## config.mk

```make
export PLATFORM = sky130hd
export DESIGN_NAME = collide_scan
export DESIGN_NICKNAME = d
export VERILOG_FILES = /design/src/rtl/collide_pkg.sv /design/src/rtl/collide_probe_addr.sv /design/src/rtl/collide_scan.sv
export SDC_FILE = /design/constraint.sdc
export NUM_CORES = 1
export LEC_CHECK = 0
export ABC_AREA = 1
export BUFFER_PORTS_ARGS = -buffer_cell sky130_fd_sc_hd__buf_4
export CORE_MARGIN = 4
export CORE_UTILIZATION = 40
export DETAILED_ROUTE_END_ITERATION = 8
export HOLD_SLACK_MARGIN = 0.12
export PLACE_DENSITY = 0.62
export SYNTH_ARGS = -nofsm -noshare
export SYNTH_HDL_FRONTEND = slang
export SYNTH_SLANG_ARGS = --single-unit
```

## constraint.sdc

```tcl
create_clock -name clk -period 6.4 [get_ports clk]
set_clock_uncertainty 0.2 [all_clocks]
set_input_delay 0.32 -clock clk [delete_from_list [all_inputs] [get_ports clk]]
set_output_delay 0.32 -clock clk [all_outputs]
set_load 0.1 [all_outputs]
```

## src/rtl/collide_pkg.sv

```systemverilog
// Shared constants, tile codes and scan FSM encoding for the collision scanner.
// Optional feature macro: COLLIDE_HAZARD_EN (2-bit tile codes plus hit_hazard output).
package collide_pkg;

   localparam int unsigned TILE_SHIFT = 5;
   localparam int unsigned MAP_COLS   = 25;
   localparam int unsigned MAP_ROWS   = 19;
   localparam int unsigned SCREEN_W   = MAP_COLS << TILE_SHIFT;
   localparam int unsigned SCREEN_H   = MAP_ROWS << TILE_SHIFT;

   localparam int unsigned POS_W      = 10;
   localparam int unsigned IDX_W      = 3;
   localparam int unsigned DIR_W      = 2;

   localparam int unsigned DIR_UP     = 3;
   localparam int unsigned DIR_DOWN   = 2;
   localparam int unsigned DIR_LEFT   = 1;
   localparam int unsigned DIR_RIGHT  = 0;

   localparam logic [1:0] TILE_EMPTY  = 2'b00;
   localparam logic [1:0] TILE_SOLID  = 2'b01;
   localparam logic [1:0] TILE_HAZARD = 2'b10;

   typedef enum logic [1:0] {
      ST_LATCH = 2'd0,
      ST_PROBE = 2'd1,
      ST_DRAIN = 2'd2
   } scan_state_e;

   // Probes come in pairs: up, up, down, down, left, left, right, right.
   function automatic logic [DIR_W-1:0] probe_dir(input logic [IDX_W-1:0] idx);
      logic [DIR_W-1:0] d;
      case (idx[2:1])
         2'd0:    d = DIR_W'(DIR_UP);
         2'd1:    d = DIR_W'(DIR_DOWN);
         2'd2:    d = DIR_W'(DIR_LEFT);
         default: d = DIR_W'(DIR_RIGHT);
      endcase
      return d;
   endfunction

endpackage

```

## src/rtl/collide_probe_addr.sv

```systemverilog
// Combinational probe generator: probe index + position snapshot -> tile address and
// out-of-range flag. Out-of-range probes address tile 0.
module collide_probe_addr
   import collide_pkg::*;
#(
   parameter int unsigned PLAYER_W = 24,
   parameter int unsigned PLAYER_H = 20,
   parameter int unsigned ADDR_W   = 9
)(
   input  logic [IDX_W-1:0]  idx,
   input  logic [POS_W-1:0]  px,
   input  logic [POS_W-1:0]  py,
   output logic              oob,
   output logic [ADDR_W-1:0] addr
);

   localparam logic [POS_W-1:0] ONE   = POS_W'(1);
   localparam logic [POS_W-1:0] W_OFF = POS_W'(PLAYER_W);
   localparam logic [POS_W-1:0] H_OFF = POS_W'(PLAYER_H);
   localparam logic [POS_W-1:0] W_M1  = POS_W'(PLAYER_W - 1);
   localparam logic [POS_W-1:0] H_M1  = POS_W'(PLAYER_H - 1);

   logic [POS_W-1:0] x;
   logic [POS_W-1:0] y;
   logic [POS_W-1:0] col;
   logic [POS_W-1:0] row;

   // Probe point just outside the player box; wraps modulo 1024 on underflow.
   always_comb begin
      x = px;
      y = py;
      case (idx)
         3'd0:    begin x = px;         y = py - ONE;  end
         3'd1:    begin x = px + W_M1;  y = py - ONE;  end
         3'd2:    begin x = px;         y = py + H_OFF; end
         3'd3:    begin x = px + W_M1;  y = py + H_OFF; end
         3'd4:    begin x = px - ONE;   y = py;         end
         3'd5:    begin x = px - ONE;   y = py + H_M1;  end
         3'd6:    begin x = px + W_OFF; y = py;         end
         default: begin x = px + W_OFF; y = py + H_M1;  end
      endcase
   end

   assign col  = x >> TILE_SHIFT;
   assign row  = y >> TILE_SHIFT;
   assign oob  = (x >= POS_W'(SCREEN_W)) || (y >= POS_W'(SCREEN_H));
   assign addr = oob ? '0 : (ADDR_W'(row) * ADDR_W'(MAP_COLS) + ADDR_W'(col));

endmodule

```

## src/rtl/collide_scan.sv

```systemverilog
// Collision scanner: probes the tile ROM at 8 points around the player box every
// 10 cycles and publishes {up,down,left,right} blocked flags atomically.
// Optional feature macro: COLLIDE_HAZARD_EN (2-bit map_data, hit_hazard output).
module collide_scan
   import collide_pkg::*;
#(
   parameter int unsigned PLAYER_W = 24,
   parameter int unsigned PLAYER_H = 20,
   parameter int unsigned ADDR_W   = 9
)(
   input  logic              clk,
   input  logic              rst,
   input  logic [9:0]        pos_x,
   input  logic [9:0]        pos_y,
   output logic [ADDR_W-1:0] map_addr,
`ifdef COLLIDE_HAZARD_EN
   input  logic [1:0]        map_data,
   output logic              hit_hazard,
`else
   input  logic              map_data,
`endif
   output logic [3:0]        is_collide,
   output logic              scan_done
);

   scan_state_e       state, state_n;
   logic [IDX_W-1:0]  idx, idx_n;
   logic [POS_W-1:0]  px, px_n;
   logic [POS_W-1:0]  py, py_n;
   logic              p_valid, p_valid_n;
   logic              p_oob, p_oob_n;
   logic [DIR_W-1:0]  p_dir, p_dir_n;
   logic [3:0]        acc, acc_n;
   logic [3:0]        acc_upd;
   logic [3:0]        is_collide_n;
   logic              scan_done_n;
   logic              solid;
   logic              probe_oob;
   logic [ADDR_W-1:0] probe_addr;
`ifdef COLLIDE_HAZARD_EN
   logic              acc_haz, acc_haz_n;
   logic              haz_upd;
   logic              hit_hazard_n;
`endif

   collide_probe_addr #(
      .PLAYER_W (PLAYER_W),
      .PLAYER_H (PLAYER_H),
      .ADDR_W   (ADDR_W)
   ) u_probe (
      .idx  (idx),
      .px   (px),
      .py   (py),
      .oob  (probe_oob),
      .addr (probe_addr)
   );

   // Address only drives the ROM while probing; idle cycles read tile 0.
   assign map_addr = (state == ST_PROBE) ? probe_addr : '0;

`ifdef COLLIDE_HAZARD_EN
   assign solid   = (map_data == TILE_SOLID);
   assign haz_upd = acc_haz | (p_valid & ~p_oob & (map_data == TILE_HAZARD));
`else
   assign solid   = map_data;
`endif

   // Fold the ROM word for last cycle's probe into the accumulator.
   always_comb begin
      acc_upd = acc;
      if (p_valid && (p_oob || solid)) begin
         acc_upd[p_dir] = 1'b1;
      end
   end

   // Scan sequencer and next-state values for all registered state.
   always_comb begin
      state_n      = state;
      idx_n        = idx;
      px_n         = px;
      py_n         = py;
      p_valid_n    = 1'b0;
      p_oob_n      = 1'b0;
      p_dir_n      = p_dir;
      acc_n        = acc_upd;
      is_collide_n = is_collide;
      scan_done_n  = 1'b0;
`ifdef COLLIDE_HAZARD_EN
      acc_haz_n    = haz_upd;
      hit_hazard_n = hit_hazard;
`endif
      case (state)
         ST_LATCH: begin
            px_n    = pos_x;
            py_n    = pos_y;
            idx_n   = '0;
            state_n = ST_PROBE;
         end
         ST_PROBE: begin
            p_valid_n = 1'b1;
            p_oob_n   = probe_oob;
            p_dir_n   = probe_dir(idx);
            idx_n     = idx + IDX_W'(1);
            if (idx == IDX_W'(7)) begin
               state_n = ST_DRAIN;
            end
         end
         ST_DRAIN: begin
            is_collide_n = acc_upd;
            scan_done_n  = 1'b1;
            acc_n        = '0;
`ifdef COLLIDE_HAZARD_EN
            hit_hazard_n = haz_upd;
            acc_haz_n    = 1'b0;
`endif
            state_n      = ST_LATCH;
         end
         default: begin
            state_n = ST_LATCH;
         end
      endcase
   end

   // State, snapshot, probe pipeline and output registers.
   always_ff @(posedge clk) begin
      if (rst) begin
         state      <= ST_LATCH;
         idx        <= '0;
         px         <= '0;
         py         <= '0;
         p_valid    <= 1'b0;
         p_oob      <= 1'b0;
         p_dir      <= '0;
         acc        <= '0;
         is_collide <= '0;
         scan_done  <= 1'b0;
`ifdef COLLIDE_HAZARD_EN
         acc_haz    <= 1'b0;
         hit_hazard <= 1'b0;
`endif
      end else begin
         state      <= state_n;
         idx        <= idx_n;
         px         <= px_n;
         py         <= py_n;
         p_valid    <= p_valid_n;
         p_oob      <= p_oob_n;
         p_dir      <= p_dir_n;
         acc        <= acc_n;
         is_collide <= is_collide_n;
         scan_done  <= scan_done_n;
`ifdef COLLIDE_HAZARD_EN
         acc_haz    <= acc_haz_n;
         hit_hazard <= hit_hazard_n;
`endif
      end
   end

endmodule

```

=== Word level (Yosys, flattened, before mapping) ===
Index checks and enable logic that the tools add are counted.

* Bitwise gates (word level): 2
* Reductions and logical operators: 16
* Add/sub/neg operators: 8
* Muxes and demuxes: 13
* Multiply operators: 1
* $lt $le $gt $ge: 4
* Equal/unequal tests: 12

{| class="wikitable"
|+ Operators with widths
! operator !! count
|-
| $pmux 10 s3 || 2
|-
| $add 10x5->10 const B || 4
|-
| $ge 10x10->1 const B || 2
|-
| $sub 10x1->10 const B || 2
|-
| $mux 9 || 2
|-
| $reduce_or 2->1 || 8
|-
| $eq 3x3->1 const B || 4
|-
| $add 9x5->9 || 1
|-
| $mul 5x5->9 const B || 1
|-
| $eq 3x2->1 const B || 2
|-
| $pmux 2 s3 || 1
|-
| $pmux 3 s2 || 1
|-
| $eq 2x1->1 const B || 2
|-
| $eq 2x2->1 const B || 2
|-
| $logic_not 2->1 || 2
|-
| $mux 4 || 1
|-
| $or 4x4->4 || 1
|-
| $pmux 2 s2 || 1
|-
| $add 3x1->3 const B || 1
|-
| $eq 3x1->1 const B || 1
|-
| $logic_not 3->1 || 1
|-
| $lt 2x3->1 const B || 1
|-
| $mux 1 || 3
|-
| $demux 1 s2 || 1
|-
| other kinds (7) || 9
|}

* Register bits after elaboration: 38
* Input port bits: 23
* Word-level logic and storage cells: 66
* Output and inout bits: 14

=== Logic depth before layout (Yosys ltp) ===
* Depth in word-level cells: 7
* Depth in mapped cells: 32

=== Hierarchy ===
A second synthesis with hierarchy kept.

* Cells, all modules: 502
* Area total of the unflattened synthesis: 3288.2 um2

{| class="wikitable"
|+ Modules (own cells, without submodules)
! module !! cells an instance !! area an instance (um2) !! sequential area each (um2) !! instances
|-
| collide_probe_addr || 309 || 1851.8 || 0.0 || 1
|-
| collide_scan || 193 || 1436.4 || 760.7 || 1
|}

=== Worst setup path before layout ===
Ideal clock, no wire load.

* Path type: reg-to-output
* Start: register idx[0]
* End: output port map_addr[7]
* Stages on the path, launching flop included: 29
* Arrival time: 5566 ps
* Path slack: 314 ps
* Required time: 5880 ps
* Path through: dfxtp_1 -> inv_1 -> ha_1 -> inv_1 -> a21oi_1 -> ha_1 -> inv_1 -> o21bai_1 -> nor2_1 -> nand2_1 -> nand2_1 -> nand2_1 -> a21oi_1 -> or2_2 -> nand3_1 -> nand2_1 -> inv_1 -> ha_1 -> ha_1 -> fa_1 -> ha_1 -> a21oi_1 -> or2_2 -> nand2_1 -> nand2_1 -> nand2_1 -> or2_2 -> nand3_1 -> nor2_1

* Cells in the longest elaborated chain, start to end: 7
* Elaborated cells between the ends (all ways): 22
* Those cells by class: add/sub (1); mul (1); order compare (2); eq/ne (6); mux (4); reduce/logical (8)

{| class="wikitable"
|+ Ends and longest elaborated chain
! element !! RTL line !! RTL
|-
| from (decl) || collide_scan.sv:27 || <nowiki>logic [IDX_W-1:0] idx, idx_n;</nowiki>
|-
| from (signal assigned) || collide_scan.sv:143 || <nowiki>idx <= idx_n;</nowiki>
|-
| $eq 3x3->1, or another cell as far along || collide_probe_addr.sv:32 || <nowiki>case (idx)</nowiki>
|-
| $reduce_or 2->1 (no line) || -- ||
|-
| $pmux 10 s3 || collide_probe_addr.sv:32 ||
|-
| $mul 5x5->9 / $ge 10x10->1 (equally long branches) || collide_probe_addr.sv:47, collide_probe_addr.sv:46 ||
|-
| $add 9x5->9 / $logic_or 1x1->1 (equally long branches) || collide_probe_addr.sv:47, collide_probe_addr.sv:46 ||
|-
| $mux 9 * || collide_probe_addr.sv:47 || <nowiki>assign addr = oob ? '0 : (ADDR_W'(row) * ADDR_W'(MAP_COLS) + ADDR_W'(col));</nowiki>
|-
| $mux 9 * || collide_scan.sv:59 || <nowiki>assign map_addr = (state == ST_PROBE) ? probe_addr : '0;</nowiki>
|-
| to (decl) || collide_scan.sv:15 || <nowiki>output logic [ADDR_W-1:0] map_addr,</nowiki>
|}

Every way passes the cells marked *; elsewhere a longest branch is shown, timed or not.

=== Final worst setup path ===
Same ends and word-level chain as after synthesis.

==> out/qor.txt <==
Vias in the first global route - 2,956
Initial core utilization - 41.1%
Min-Delay Path Class - in2reg
Vias - 3,030
Slew headroom - 41.0%
Worst setup path class - reg2out
Comb power frac - 66.9%
Leakage power - 1.94 nW
Reg area - 761 um2
CTS tree - done
Residual DRC - 0
Final setup vio count - 0
Post-DRT Antenna Nets - 0
Number of port buffers - 36
Clk pwr share - 13.0%
DP Cell Count - 601
Worst Path Required - 5.88 ns
Post-synth EDFFs - 0
Post-synth ARST share - 0%
Max Root-Sink Buffers - 2
Top fanout value on the critical path - 7
Crit end category - primary output
Int Power - 616 uW
Power Total - 1.31 mW
First DRT Iteration DRCs - 89
Hold Crit Depth - 3
Cells after synthesis - 470
Die Y - 96.9 um
First-pass GRT wire length - 13.0 mm
Yosys top cell area share - 24.1%
Outcome - finished clean
Sw frac - 53.0%
Syn nets - 545
Synth cell count leaders - 87 x nand2_1, 76 x inv_1, 51 x nor2_1
Wire per inst - 11.5 um
N_diodes - 0
Most used DFF post-synth - dfxtp_1
Warning count from the yosys run - 0
Root Buffer - clkbuf_8
Total Wirelength - 7.19 mm
Die Span X - 96.9 um
Final period utilization - 90.9%
Worst setup margin - 0.580 ns
Die area - 9380 um2
Clock buffer count from CTS - 5
Filler cells - 823
Gr usage total - 16.2%
Crit path DAT - 5.30 ns
Drt first pass iters - 4
Total grt overflow - 0
P per Cell Area - 345 nW/um2
DP HPWL - 5.62 mm
Synth Cell Area - 3160 um2
Share of layout cells above drive strength 1 - 11.3%
Syn Area/Cell - 6.72 um2
Vias per inst - 4.84
Max-slew violations - 0
Max_cap viols - 0
Setup slack on the worst flop-to-flop path - 3.02 ns
Setup TNS - 0 ns
Clk sinks - 38
Count leader, synth - nand2_1
#FFs+latches synth - 38
Slew @ Worst Pin - 0.884 ns
RSZ-0062 raised after global routing - false
Switching power of the nets - 694 uW
Crit start category - flip-flop
Final Non-Filler Cells - 626
P&R area growth vs syn - 20.2%
Initial antenna violation count - 0
Distinct cell type count after synthesis - 32
Core area - 7690 um2
Worst skew pair latency - 0.29 ns
Fin nets - 598
Setup slack after placement - 0.691 ns
Post-synth top area cell - dfxtp_1
Fmax - 0.172 GHz
Top-level port count - 37
Largest net degree at the start of global routing - 35
Max VDD drop - 0.157 mV
Seq/Total Area, Yosys - 24.1%
Multi-input logic area - 2080 um2
Worst-path clk slew - 0.07 ns
Gpl congestion - 0.839
Row cnt - 32
Seq pwr share - 20.0%
R2R cell count - 21
Final Hold Viols - 0
Crit path time final - 5.82 ns
H-tree levels - 2
Post-layout util - 49.4%
Leading post-synthesis cells by cell area - dfxtp_1 24%, ha_1 19%, nand2_1 10%
per-layer routing:
| metal | track usage (%) | wire [um] | vias to the layer above |
|---|---|---|---|
| met5 | 0 | 0 | - |
| met4 | 4.75 | 105 | 0 |
| met3 | 2.09 | 204 | 10 |
| met2 | 27.4 | 3260 | 35 |
| met1 | 21.3 | 3620 | 1344 |
| li1 | - | - | 1641 |
path summary, 6_finish.rpt:
check,end,from
max,map_addr[7],idx[0]
min,px[0],pos_x[0]
max reg2reg,p_oob,idx[0]
min reg2reg,acc[2],acc[2]
critical path: stages, from the launching register on:
cell and delay, ns:
dfxtp_1 0.37, inv_1 0.14, ha_1 0.19, inv_1 0.08, a21oi_2 0.34, ha_1 0.34
a21oi_1 0.16, o31ai_1 0.10, o21ai_0 0.15, nand2_1 0.08, xor2_1 0.14, a21oi_1 0.35
ha_1 0.32, ha_1 0.28, inv_1 0.05, fa_1 0.52, inv_1 0.04, ha_1 0.26
inv_1 0.05, or2_2 0.30, nand2_1 0.06, nand2_1 0.04, nand2_1 0.06, or2_2 0.10
nand3_1 0.05, nor2_1 0.12, buf_4 0.29
power groups by stage:
stage	Combinational, mW	Clock [mW]	Sequential (mW)
2_1_floorplan	0.698	0	0.264
3_3_place_gp	0.855	0	0.267
3_5_place_dp	0.863	0	0.268
4_1_cts	0.884	0.175	0.262
5_1_grt	0.987	0.185	0.265
6_report	0.877	0.171	0.263
state kept, by name, indices dropped and copies added (netlist names):
signal,flops
px,10
py,10
acc,4
is_collide,4
idx,3
p_dir,2
state,2
p_oob,1
p_valid,1
scan_done,1
stage by stage:
stage               hold WS [ns]  instance area, um2
global placement           0.237                3530
detailed placement         0.243                3530
CTS                        0.121                3790
global route               0.142                3800
finish                     0.118                3800
floorplan                  0.204                3160
cells by family (layout without fill, tap and decap cells):
| group | after synthesis | count (layout) | synth area share [%] |
|---|---|---|---|
| and+or+nand+nor | 193 | 193 | 25.8 |
| buffers and inverters | 87 | 141 | 10.3 |
| DFF | 38 | 38 | 24.1 |
| xor gates and xnor gates | 6 | 6 | 1.66 |
| AOI/OAI and AO/OA | 94 | 94 | 16.8 |
| adders and majority gates | 52 | 52 | 21.3 |
layout by cell type (no fill, tap or decap), types with 3 or more instances in the layout:
| cell | count |
|---|---|
| nand2_1 | 87 |
| inv_1 | 76 |
| nor2_1 | 51 |
| ha_1 | 49 |
| o21ai_0 | 39 |
| dfxtp_1 | 38 |
| nand3_1 | 36 |
| buf_4 | 36 |
| a21oi_1 | 32 |
| dlygate4sd3_1 | 17 |
| clkbuf_8 | 6 |
| nor3_1 | 5 |
| inv_2 | 4 |
| o21bai_1 | 4 |
| a31oi_1 | 4 |
| or2_2 | 4 |
| nand4_1 | 4 |
| a21oi_2 | 4 |
| xor2_1 | 3 |
| nand3b_1 | 3 |
| o21ai_1 | 3 |
| xnor2_1 | 3 |
| fa_1 | 3 |
what timing repair did:
action,4_1_cts,5_1_grt
hold buffers,17,0
hold endpoints to repair,19,0
gates resized for setup,0,1
setup buffers,0,0
endpoints found under the setup margin,0,2
cell type report:
class                           count  share of cell area (%)
Tap cell                          102                    3.36
Clock buffer                        7                    2.27
Multi-Input combinational cell    345                    54.7
Timing Repair Buffer               53                    11.6
Clock inverter                      1                   0.132
Sequential cell                    38                    20.0
Inverter                           80                    7.91
No activity file was read; power rests on OpenSTA's default activity.
